===== src/rtl/fnd_scan_decoder.sv =====
// Loopback monitor for the 4-digit FND scan driver: recovers the displayed 0..9999 value from fndCom/fndFont.
// Optional macro FND_DP_CAPTURE_EN captures decimal points into dp_out and frame equality.
`timescale 1ns/1ps

module fnd_scan_decoder #(
    parameter int SETTLE_CYC   = 4,
    parameter int FRAMES_MATCH = 2
) (
    input  logic        clk,
    input  logic        reset,
    input  logic [3:0]  fndCom,
    input  logic [7:0]  fndFont,
    output logic [13:0] number,
    output logic        number_valid,
    output logic        digit_err,
    output logic [3:0]  dp_out
);
    localparam int SW = $clog2(SETTLE_CYC + 1);
    localparam int MW = $clog2(FRAMES_MATCH + 1);
    localparam logic [SW-1:0] SETTLE_LAST = SW'(SETTLE_CYC);
    localparam logic [MW-1:0] MATCH_LAST  = MW'(FRAMES_MATCH);

    typedef enum logic [1:0] {S_WAIT, S_SETTLE, S_HELD} scan_state_t;

    scan_state_t       state, state_nxt;
    logic [3:0]        com_s1, com_s2, com_last, com_n;
    logic [7:0]        font_s1, font_s2;
    logic [SW-1:0]     settle_cnt, settle_nxt, run;
    logic              one_cold, fresh, capture;
    logic [1:0]        sel;
    logic              glyph_ok;
    logic [3:0]        glyph_val;
    logic [3:0][3:0]   digits;
    logic [3:0]        mask;
    logic [MW-1:0]     match_cnt;
    logic [13:0]       frame_sum, frame_val, prev_val;
    logic [3:0]        cur_dp, frame_dp, prev_dp;
    logic              frame_done, published;

    always_ff @(posedge clk or negedge reset) begin
        if (!reset) begin
            com_s1     <= '0;
            com_s2     <= '0;
            com_last   <= '0;
            font_s1    <= '0;
            font_s2    <= '0;
            state      <= S_WAIT;
            settle_cnt <= '0;
        end else begin
            com_s1     <= fndCom;
            com_s2     <= com_s1;
            com_last   <= com_s2;
            font_s1    <= fndFont;
            font_s2    <= font_s1;
            state      <= state_nxt;
            settle_cnt <= settle_nxt;
        end
    end

    assign com_n    = ~com_s2;
    assign one_cold = (com_n != 4'd0) && ((com_n & (com_n - 4'd1)) == 4'd0);
    assign fresh    = (state == S_WAIT) || (com_s2 != com_last);

    always_comb begin
        case (com_n)
            4'b0010: sel = 2'd1;
            4'b0100: sel = 2'd2;
            4'b1000: sel = 2'd3;
            default: sel = 2'd0;
        endcase
    end

    // A changed one-cold select restarts the dwell count; HELD suppresses repeat captures.
    always_comb begin
        state_nxt  = state;
        settle_nxt = settle_cnt;
        capture    = 1'b0;
        run        = fresh ? SW'(1) : settle_cnt + SW'(1);
        if (!one_cold) begin
            state_nxt = S_WAIT;
        end else if (fresh || state == S_SETTLE) begin
            if (run == SETTLE_LAST) begin
                capture   = 1'b1;
                state_nxt = S_HELD;
            end else begin
                state_nxt  = S_SETTLE;
                settle_nxt = run;
            end
        end
    end

    always_comb begin
        glyph_ok  = 1'b1;
        glyph_val = 4'd0;
        case (font_s2[6:0])
            7'h40: glyph_val = 4'd0;
            7'h79: glyph_val = 4'd1;
            7'h24: glyph_val = 4'd2;
            7'h30: glyph_val = 4'd3;
            7'h19: glyph_val = 4'd4;
            7'h12: glyph_val = 4'd5;
            7'h02: glyph_val = 4'd6;
            7'h78: glyph_val = 4'd7;
            7'h00: glyph_val = 4'd8;
            7'h10: glyph_val = 4'd9;
            7'h7F: glyph_val = 4'd0;
            default: glyph_ok = 1'b0;
        endcase
    end

    assign frame_sum = 14'(digits[3]) * 14'd1000 + 14'(digits[2]) * 14'd100
                     + 14'(digits[1]) * 14'd10 + 14'(digits[0]);

`ifdef FND_DP_CAPTURE_EN
    logic [3:0] dp_cap;
    always_ff @(posedge clk or negedge reset) begin
        if (!reset) begin
            dp_cap <= '0;
        end else if (capture && glyph_ok) begin
            dp_cap[sel] <= ~font_s2[7];
        end
    end
    assign cur_dp = dp_cap;
`else
    logic unused_dp;
    assign unused_dp = font_s2[7];
    assign cur_dp    = 4'b0;
`endif

    // Frame evaluation runs before capture so a capture in the same cycle still wins on mask/match.
    always_ff @(posedge clk or negedge reset) begin
        if (!reset) begin
            digits       <= '0;
            mask         <= '0;
            digit_err    <= 1'b0;
            match_cnt    <= '0;
            prev_val     <= '0;
            prev_dp      <= '0;
            frame_val    <= '0;
            frame_dp     <= '0;
            frame_done   <= 1'b0;
            published    <= 1'b0;
            number       <= '0;
            number_valid <= 1'b0;
            dp_out       <= '0;
        end else begin
            number_valid <= 1'b0;
            frame_done   <= 1'b0;
            if (mask == 4'hF) begin
                mask       <= '0;
                frame_done <= 1'b1;
                frame_val  <= frame_sum;
                frame_dp   <= cur_dp;
                if (frame_sum == prev_val && cur_dp == prev_dp) begin
                    if (match_cnt != MATCH_LAST) begin
                        match_cnt <= match_cnt + MW'(1);
                    end
                end else begin
                    match_cnt <= MW'(1);
                    prev_val  <= frame_sum;
                    prev_dp   <= cur_dp;
                end
            end
            if (capture) begin
                if (glyph_ok) begin
                    digits[sel] <= glyph_val;
                    mask[sel]   <= 1'b1;
                end else begin
                    digit_err <= 1'b1;
                    mask      <= '0;
                    match_cnt <= '0;
                end
            end
            if (frame_done && match_cnt == MATCH_LAST &&
                (frame_val != number || frame_dp != dp_out || !published)) begin
                number       <= frame_val;
                dp_out       <= frame_dp;
                number_valid <= 1'b1;
                published    <= 1'b1;
            end
        end
    end
endmodule

===== config.mk =====
export PLATFORM = sky130hd
export DESIGN_NAME = fnd_scan_decoder
export DESIGN_NICKNAME = d
export VERILOG_FILES = /design/src/rtl/fnd_scan_decoder.sv
export SDC_FILE = /design/constraint.sdc
export NUM_CORES = 1
export LEC_CHECK = 0
export ABC_AREA = 1
export ABC_CLOCK_PERIOD_IN_PS = 4480
export CORE_ASPECT_RATIO = 1.25
export CORE_MARGIN = 2
export CORE_UTILIZATION = 35
export CTS_CLUSTER_SIZE = 20
export DETAILED_ROUTE_END_ITERATION = 6
export GPL_TIMING_DRIVEN = 0
export HOLD_SLACK_MARGIN = 0.1
export PLACE_DENSITY = 0.63
export REMOVE_ABC_BUFFERS = 1
export SLEW_MARGIN = 40
export SYNTH_ARGS = -nofsm -noshare
export SYNTH_HDL_FRONTEND = slang
export SYNTH_SLANG_ARGS = --single-unit
export TNS_END_PERCENT = 5

===== constraint.sdc =====
create_clock -name clk -period 4.48 [get_ports clk]
set_clock_uncertainty 0.15 [all_clocks]
set_input_delay 0.896 -clock clk [delete_from_list [all_inputs] [get_ports clk]]
set_output_delay 0.896 -clock clk [all_outputs]
set_load 0.005 [all_outputs]

Word level (Yosys, flattened, before mapping)
Cells that the tools add are included.

$lt $le $gt $ge: 2. Multipliers: 3. Bitwise gates (word level): 6. Add/sub/neg operators: 6. Reductions and logical operators: 17. Muxes and demuxes: 25. Equality and inequality tests: 22.

Operators with widths (number): $pmux W4 S9 (1); $eq A7 B7 Y1 const B (4); $eq A7 B5 Y1 const B (3); $bwmux W16 (1); $mux W2 (8); $mux W4 (4); $add A14 B11 Y14 (1); $add A14 B4 Y14 (1); $add A14 B8 Y14 (1); $eq A14 B14 Y1 (1); $eq A7 B6 Y1 const B (2); $ne A14 B14 Y1 (1); $mul A4 B7 Y11 const B (1); $reduce_or A11 Y1 (1); $mul A4 B5 Y9 const B (1); $demux W4 S2 (1); $eq A4 B4 Y1 const B (2); $eq A7 B2 Y1 const B (1); $logic_not A7 Y1 (1); $mul A4 B3 Y7 const B (1); $mux W1 (7); $pmux W2 S3 (1); $reduce_and A2 Y1 (3); $and A4 B4 Y4 (1); 25 further kinds (32).

Flip-flop bits (word level): 99. Output and inout bits: 20.

Longest topological paths before layout
Gate-level depths: netlist of run 1.

Word-level depth: 10. Mapped depth: 27. Mapped depth without buffers: 26.

Worst setup path before layout of run 1
No wires, ideal clock.

Path type: flip-flop to flip-flop. Start point: reg digits[14] in the netlist's numbering. End point: reg prev_val[4]. Cell stages (with the launch flop): 25. Slack: -0.248 ns. Arrival: 4.461 ns. Data required time: 4.213 ns. Cells stage by stage: dfrtp_1 > fa_1 > inv_1 > fa_1 > inv_1 > ha_1 > or2_1 > nand2_1 > xor2_1 > ha_1 > ha_1 > ha_1 > nand2_2 > inv_1 > a21oi_2 > nand3_1 > nand2_2 > nand2_1 > nand2_1 > nand2_1 > nor2_4 > nand3_4 > buf_6 > nand3_1 > nand2_1.

Longest elaborated chain between the ends: 7.

Ends and longest elaborated chain: start, declared (line 33) `logic [3:0][3:0] digits;`; start signal, assigned by index (line 166) `digits[sel] <= glyph_val;`; $mul A4 B7 Y11 (line 111) `assign frame_sum = 14'(digits[3]) * 14'd1000 + 14'(digits[2]) * 14'd100`; $add A14 B11 Y14 (line 111); $add A14 B8 Y14 (line 112) `+ 14'(digits[1]) * 14'd10 + 14'(digits[0]);`; $add A14 B4 Y14 (line 112); $eq A14 B14 Y1 (line 154) `if (frame_sum == prev_val && cur_dp == prev_dp) begin`; $not A1 Y1 (no line); $reduce_and A2 Y1 (no line); end signal, assigned (line 160) `prev_val <= frame_sum;`; end, declared (line 36) `logic [13:0] frame_sum, frame_val, prev_val;`.

No other way between the ends. A chain may end at the register's enable or synchronous reset.

Final worst setup path of run 1
Start point: reg digits[13] in the netlist's numbering. End point: reg prev_val[0].

Same word-level chain as after synthesis.

==> summary.txt, run 1 <==
Synthesis
  • Distinct cells, synth: 47
  • Synth warn: 0
  • Mapped Area: 0.00622 mm²
  • Cell count after synthesis: 726
  • Yosys top cell area share: 0.399
  • Synth area leaders: dfrtp_1, nand2_1, ha_1
  • #FFs+latches synth: 99
  • Sequential area share after synthesis: 0.399
  • Largest area contributor in the netlist: dfrtp_1
  • Mean Syn Cell Area: 8.56 µm²

GRT
  • Initial antenna violation count: 0
  • Overall routing resource usage: 0.132
  • Number of global-route vias before repair: 4402
  • Met1 Use GR: 0.154
  • Met3 Use GR: 0.0295
  • Pin count of the biggest net entering global routing: 71
  • First-pass GRT wire length: 19900 µm
  • Met2 Use GR: 0.230
  • Grt total ovfl: 0
  • Grt peak-use layer: met2

Finish
  • Syn-to-layout area delta: 23.0%
  • Layout cells sized above 1: 0.193
  • Final cell count without fillers: 1011
  • Post-Layout Inst Area: 0.00765 mm²
  • Commonest non-fill, non-tap cell in the layout: nand2_1
  • Most frequent cells in the layout: nand2_1, inv_1, dfrtp_1
  • Nets: 867
  • Post-layout util: 0.439
  • Diodes inserted: 0

Critical path
  • CP arrival: 4.91 ns
  • CP startpoint kind: register
  • CP endpoint kind: register
  • Worst R2R Start: digits[13]
  • Worst-path fanout max: 8
  • Crit Path Class: reg -> reg
  • Required @ worst endpoint: 4.62 ns
  • Crit path launch: digits[13]

Hold path
  • Min-delay src: font_s1[4]
  • Hold Crit Class: reg -> reg

Job
  • Total of max-cap violations: 0

Route
  • Via/cell ratio: 4.61
  • Antenna Violating Nets Remaining: 0
  • Drt pass-1 iters: 4
  • Initial DRC count: 238
  • Vias: 4665
  • DRC: 0
  • Detailed Route WL: 11900 µm
  • Routed length per instance: 11.8 µm

Pwr
  • Reg power frac: 0.516
  • PD cells: 233 mW/mm²
  • Switch Pwr: 0.396 mW
  • Leakage: 3.83 nW
  • Peak VDD IR: 0.272 mV
  • Clk pwr share: 0.451
  • Sw Share: 0.223
  • Comb power frac: 0.033
  • Pint: 1.38 mW

Placement
  • Post-DP HPWL: 8660 µm
  • DP Worst Slack: -0.824 ns
  • Port Buffers: 28
  • Post-DP Area: 0.00675 mm²
  • Gp weighted congestion: 0.805
  • Placed cells: 972

Clock network
  • Clock Tree Buf Depth: 2
  • Clock latency at the later pin of the worst-skew pair: 0.36 ns
  • Clk root buf: clkbuf_16
  • # clock sinks: 99
  • Htree depth: 3
  • CTS tree: yes
  • Total CTS buffers: 9
  • Clock transition at the registers of the reported paths: 0.07 ns

Die
  • IO Pins: 34
  • Horiz. Die Dim: 123 µm
  • Die Footprint: 0.0188 mm²
  • # rows: 54
  • Die Height: 153 µm
  • Core ar.: 0.0174 mm²
  • Starting density of the core: 0.357

STA
  • Max-slew violation count: 0
  • Final setup fails: 14
  • Fin worst setup slack: -0.286 ns
  • Final Hold Viols: 0
  • Actual slew at the worst max-slew pin: 0.656 ns
  • Slew headroom: 0.562
  • Final worst-path cycle share: 1.06
  • Setup TNS: -3.64 ns
  • Maximum clock rate: 210 MHz
  • Fin crit period: 4.77 ns
  • Unrepaired setup endpoints after global routing: yes

Run status
  • Failing checks: negative setup slack
  • Status: finished, violations left
## registers in the layout, indices dropped and copies added, names as in the netlist, 3 cells and up
register and count:
settle_cnt 3, com_last 4, frame_val 14, font_s1 7, prev_val 14, mask 4
number 14, font_s2 7, com_s1 4, digits 16, com_s2 4
## power by group through the flow
stage	clock (mW)	sequential (mW)	combinational, mW
after floorplan	0	0.934	0.0255
after global placement	0	0.935	0.0566
after detailed placement	0	0.935	0.0610
after CTS	0.821	0.918	0.0611
after global routing	0.860	0.920	0.0681
final	0.802	0.918	0.0589
## cells by family (layout without fill, tap and decap cells)
family	after synthesis	in the layout	share of synthesized area
compound gates	72	72	0.0656
xor+xnor	23	23	0.0324
fa+ha+maj	71	71	0.163
buf+inv	123	179	0.0809
flops	99	99	0.399
mux	2	2	0.00322
other cells	1	4	0.000603
simple gates	335	337	0.255
## stage by stage
step / hold WS, ns / power (mW)
finish: 0.198 / 1.78
global route: 0.204 / 1.85
CTS: 0.200 / 1.80
detailed placement: 0.185 / 0.996
global placement: 0.181 / 0.992
floorplan: 0.181 / 0.959
## repair_timing
action | 4_1_cts | 5_1_grt
setup buffers | 16 | 5
pin swaps | 46 | 25
gates cloned | 2 | 0
resized for setup | 60 | 28
hold buffers | 0 | 0
endpoints found under the setup margin | 20 | 16
## synthesized netlist by cell type (all sizes together)
master   count
a21oi       17
clkinv       1
buf          8
clkbuf       4
nor2        38
a21o         1
dfrtp       99
nand2      208
ha          54
conb         1
inv        110
o21ai       47
or2          4
nand3       58
xnor2       10
xor2        13
o2111ai      2
mux2i        2
o22ai        1
fa          17
nand4       13
nand3b       5
o31ai        2
nor4         2
o211ai       1
nor3         6
and2         1
o21bai       1
## routing by layer
layer  part of all wire  vias to the layer above
li1                   -                     2412
met1               0.44                     2182
met2               0.53                       60
met3              0.023                       11
met4              0.013                        0
met5                  0                        -
## critical path, cell delays in order (launching register included)
cell and delay (ns):
dfrtp_2 0.44, buf_6 0.13, buf_12 0.11, ha_4 0.21, fa_1 0.54, inv_2 0.04, fa_2 0.52, inv_2 0.04
fa_1 0.58, ha_4 0.22, ha_4 0.26, nand2_4 0.09, nor2_4 0.05, buf_6 0.11, nand3_4 0.09, buf_6 0.11
nand4_1 0.14, nand3_2 0.12, nand2_2 0.06, nor2_4 0.18, nand3_4 0.21, nand2_4 0.19, nand2_1 0.07, nand2_1 0.05
## area by class of cell
class / count / area [µm²]
fillers: 1682 / 9790
multi-input cells: 509 / 3650
flip-flops and latches: 99 / 2480
repair buffers: 52 / 509
inverters: 111 / 422
well taps: 224 / 280
clock buffers: 10 / 239
clock inverters: 6 / 68.8
## final timing paths
kind	endpoint	slack (ns)	cells past startpoint
min in group asynchronous	com_s1[1]	0.24	1
max in group asynchronous	number[8]	3.34	2
min	font_s2[4]	0.20	0
max reg2reg	prev_val[0]	-0.29	23
max	prev_val[0]	-0.29	23
min reg2reg	font_s2[4]	0.20	0
Note: power is estimated with default switching activity, not from simulation.
==> run 2, diff against run 1 <==
- ABC_CLOCK_PERIOD_IN_PS: 4480 -> 4900
- PLACE_DENSITY: 0.63 -> 0.61
- clock period: 4.48 -> 4.9 ns (I/O delays scaled with it)
==> summary.txt, run 2 (synthesis results as in run 1) <==
Critical path
  • CP endpoint kind: register
  • Worst-path fanout max: 7
  • Reg2reg path depth: 21
  • Crit Path Class: reg -> reg
  • RR Endpoint: match_cnt[0]
  • CP startpoint kind: register
  • Required @ worst endpoint: 5.00 ns
  • CP arrival: 4.80 ns
  • R2R Setup Slk: 0.19 ns
  • Worst R2R Start: digits[13]

GRT
  • Initial antenna violation count: 0
  • Overall routing resource usage: 0.131
  • Pin count of the biggest net entering global routing: 74
  • Number of global-route vias before repair: 4379
  • First-pass GRT wire length: 19900 µm
  • Grt total ovfl: 0

Finish
  • Nets: 862
  • Final cell count without fillers: 1006
  • Filler cells: 1730
  • Layout cells sized above 1: 0.164
  • Multi-input gate area: 0.00359 mm²
  • Largest register FFs: 16
  • Biggest register: digits
  • Post-layout util: 0.431
  • Diodes inserted: 0
  • Syn-to-layout area delta: 20.8%
  • Commonest non-fill, non-tap cell in the layout: nand2_1
  • Register area: 0.00248 mm²
  • Most frequent cells in the layout: nand2_1, inv_1, dfrtp_1

Clock network
  • Clock latency at the later pin of the worst-skew pair: 0.36 ns
  • Clock transition at the registers of the reported paths: 0.07 ns
  • CTS tree: yes
  • Clock Tree Buf Depth: 2
  • # clock sinks: 99
  • Htree depth: 3
  • Clk root buf: clkbuf_16
  • Total CTS buffers: 9

Hold path
  • Hold Crit Class: reg -> reg
  • WHS Endpoint: font_s2[0]
  • Min-delay src: font_s1[0]
  • Worst Hold Depth: 0

Die
  • Starting density of the core: 0.357
  • Core ar.: 0.0174 mm²
  • Die Footprint: 0.0188 mm²
  • Die Height: 153 µm
  • Horiz. Die Dim: 123 µm
  • # rows: 54
  • IO Pins: 34

STA
  • WHS: 0.198 ns
  • Actual slew at the worst max-slew pin: 0.631 ns
  • Setup TNS: 0 ns
  • Final setup fails: 0
  • Fin crit period: 4.71 ns
  • Final Hold Viols: 0
  • Maximum clock rate: 213 MHz
  • Final worst-path cycle share: 0.960
  • Max-slew violation count: 0
  • Slew headroom: 0.578

Placement
  • Port Buffers: 28
  • Gp weighted congestion: 0.803
  • Post-DP HPWL: 8650 µm
  • Placed cells: 972

Route
  • Vias: 4654
  • DRC: 0
  • Initial DRC count: 255
  • Via/cell ratio: 4.63
  • Detailed Route WL: 11900 µm
  • Drt pass-1 iters: 4
  • Routed length per instance: 11.8 µm
  • Antenna Violating Nets Remaining: 0

Pwr
  • Peak VDD IR: 0.209 mV
  • Final Power: 1.58 mW
  • PD cells: 210 mW/mm²
  • Leakage: 3.74 nW

Run status
  • Status: completed

Job
  • Total of max-cap violations: 0
[run 2: final cells by class]
| class | instances | share of cell area |
|---|---|---|
| tap | 224 | 0.0373 |
| sequential | 99 | 0.331 |
| multi-input combinational | 509 | 0.478 |
| timing repair buffer | 47 | 0.0607 |
| clock buffer | 9 | 0.0300 |
| clock inverter | 7 | 0.00800 |
| inverter | 111 | 0.0558 |
[run 2: per-layer routing]
layer,track usage,share of wire
met2,0.231,0.51
met1,0.152,0.43
met4,0.0487,0.023
met3,0.0299,0.030
met5,0,0
[run 2: how the worst max path moves through the flow]
stage                         endpoint  cells after the start        from
final                     match_cnt[0]                     21  digits[13]
after global routing       prev_val[4]                     24  digits[13]
after CTS                  prev_val[4]                     23  digits[14]
after detailed placement   prev_val[9]                     23  digits[14]
after global placement    prev_val[13]                      1       reset
after floorplan           prev_val[10]                     24  digits[14]
[run 2: power by group]
group	switching [mW]	leakage, nW	internal, mW
sequential	0.00922	1.31	0.830
clock	0.329	0.136	0.353
combinational	0.0341	2.29	0.0198
[run 2: critical path, cell delays in order (launching register included)]
cell,delay [ns]
dfrtp_2,0.46
buf_4,0.16
ha_1,0.21
fa_1,0.55
inv_2,0.05
fa_2,0.55
inv_1,0.05
fa_1,0.56
ha_4,0.22
ha_4,0.30
nand2_1,0.11
nor2_2,0.14
nand2_1,0.11
nand4_1,0.11
nand3b_1,0.08
nand2_1,0.10
nand3_2,0.10
nor2_4,0.14
buf_4,0.14
nand3_4,0.13
nor2_1,0.12
nor2_1,0.05
[run 2: timing repair]
| item | in CTS | in global routing |
|---|---|---|
| pin swaps | 7 | 36 |
| resized for setup | 18 | 43 |
| hold endpoints to repair | 0 | 0 |
| gates cloned | 2 | 0 |
| hold buffers | 0 | 0 |
| setup buffers | 8 | 8 |
| setup endpoints to repair | 14 | 14 |
[run 2: metrics by stage]
step	setup WS (ns)	cell area (µm²)
after CTS	0.0207	7250
after floorplan	0.172	6140
final	0.195	7510
after detailed placement	-0.428	6760
after global placement	-1.04	6700
after global routing	-0.0218	7510
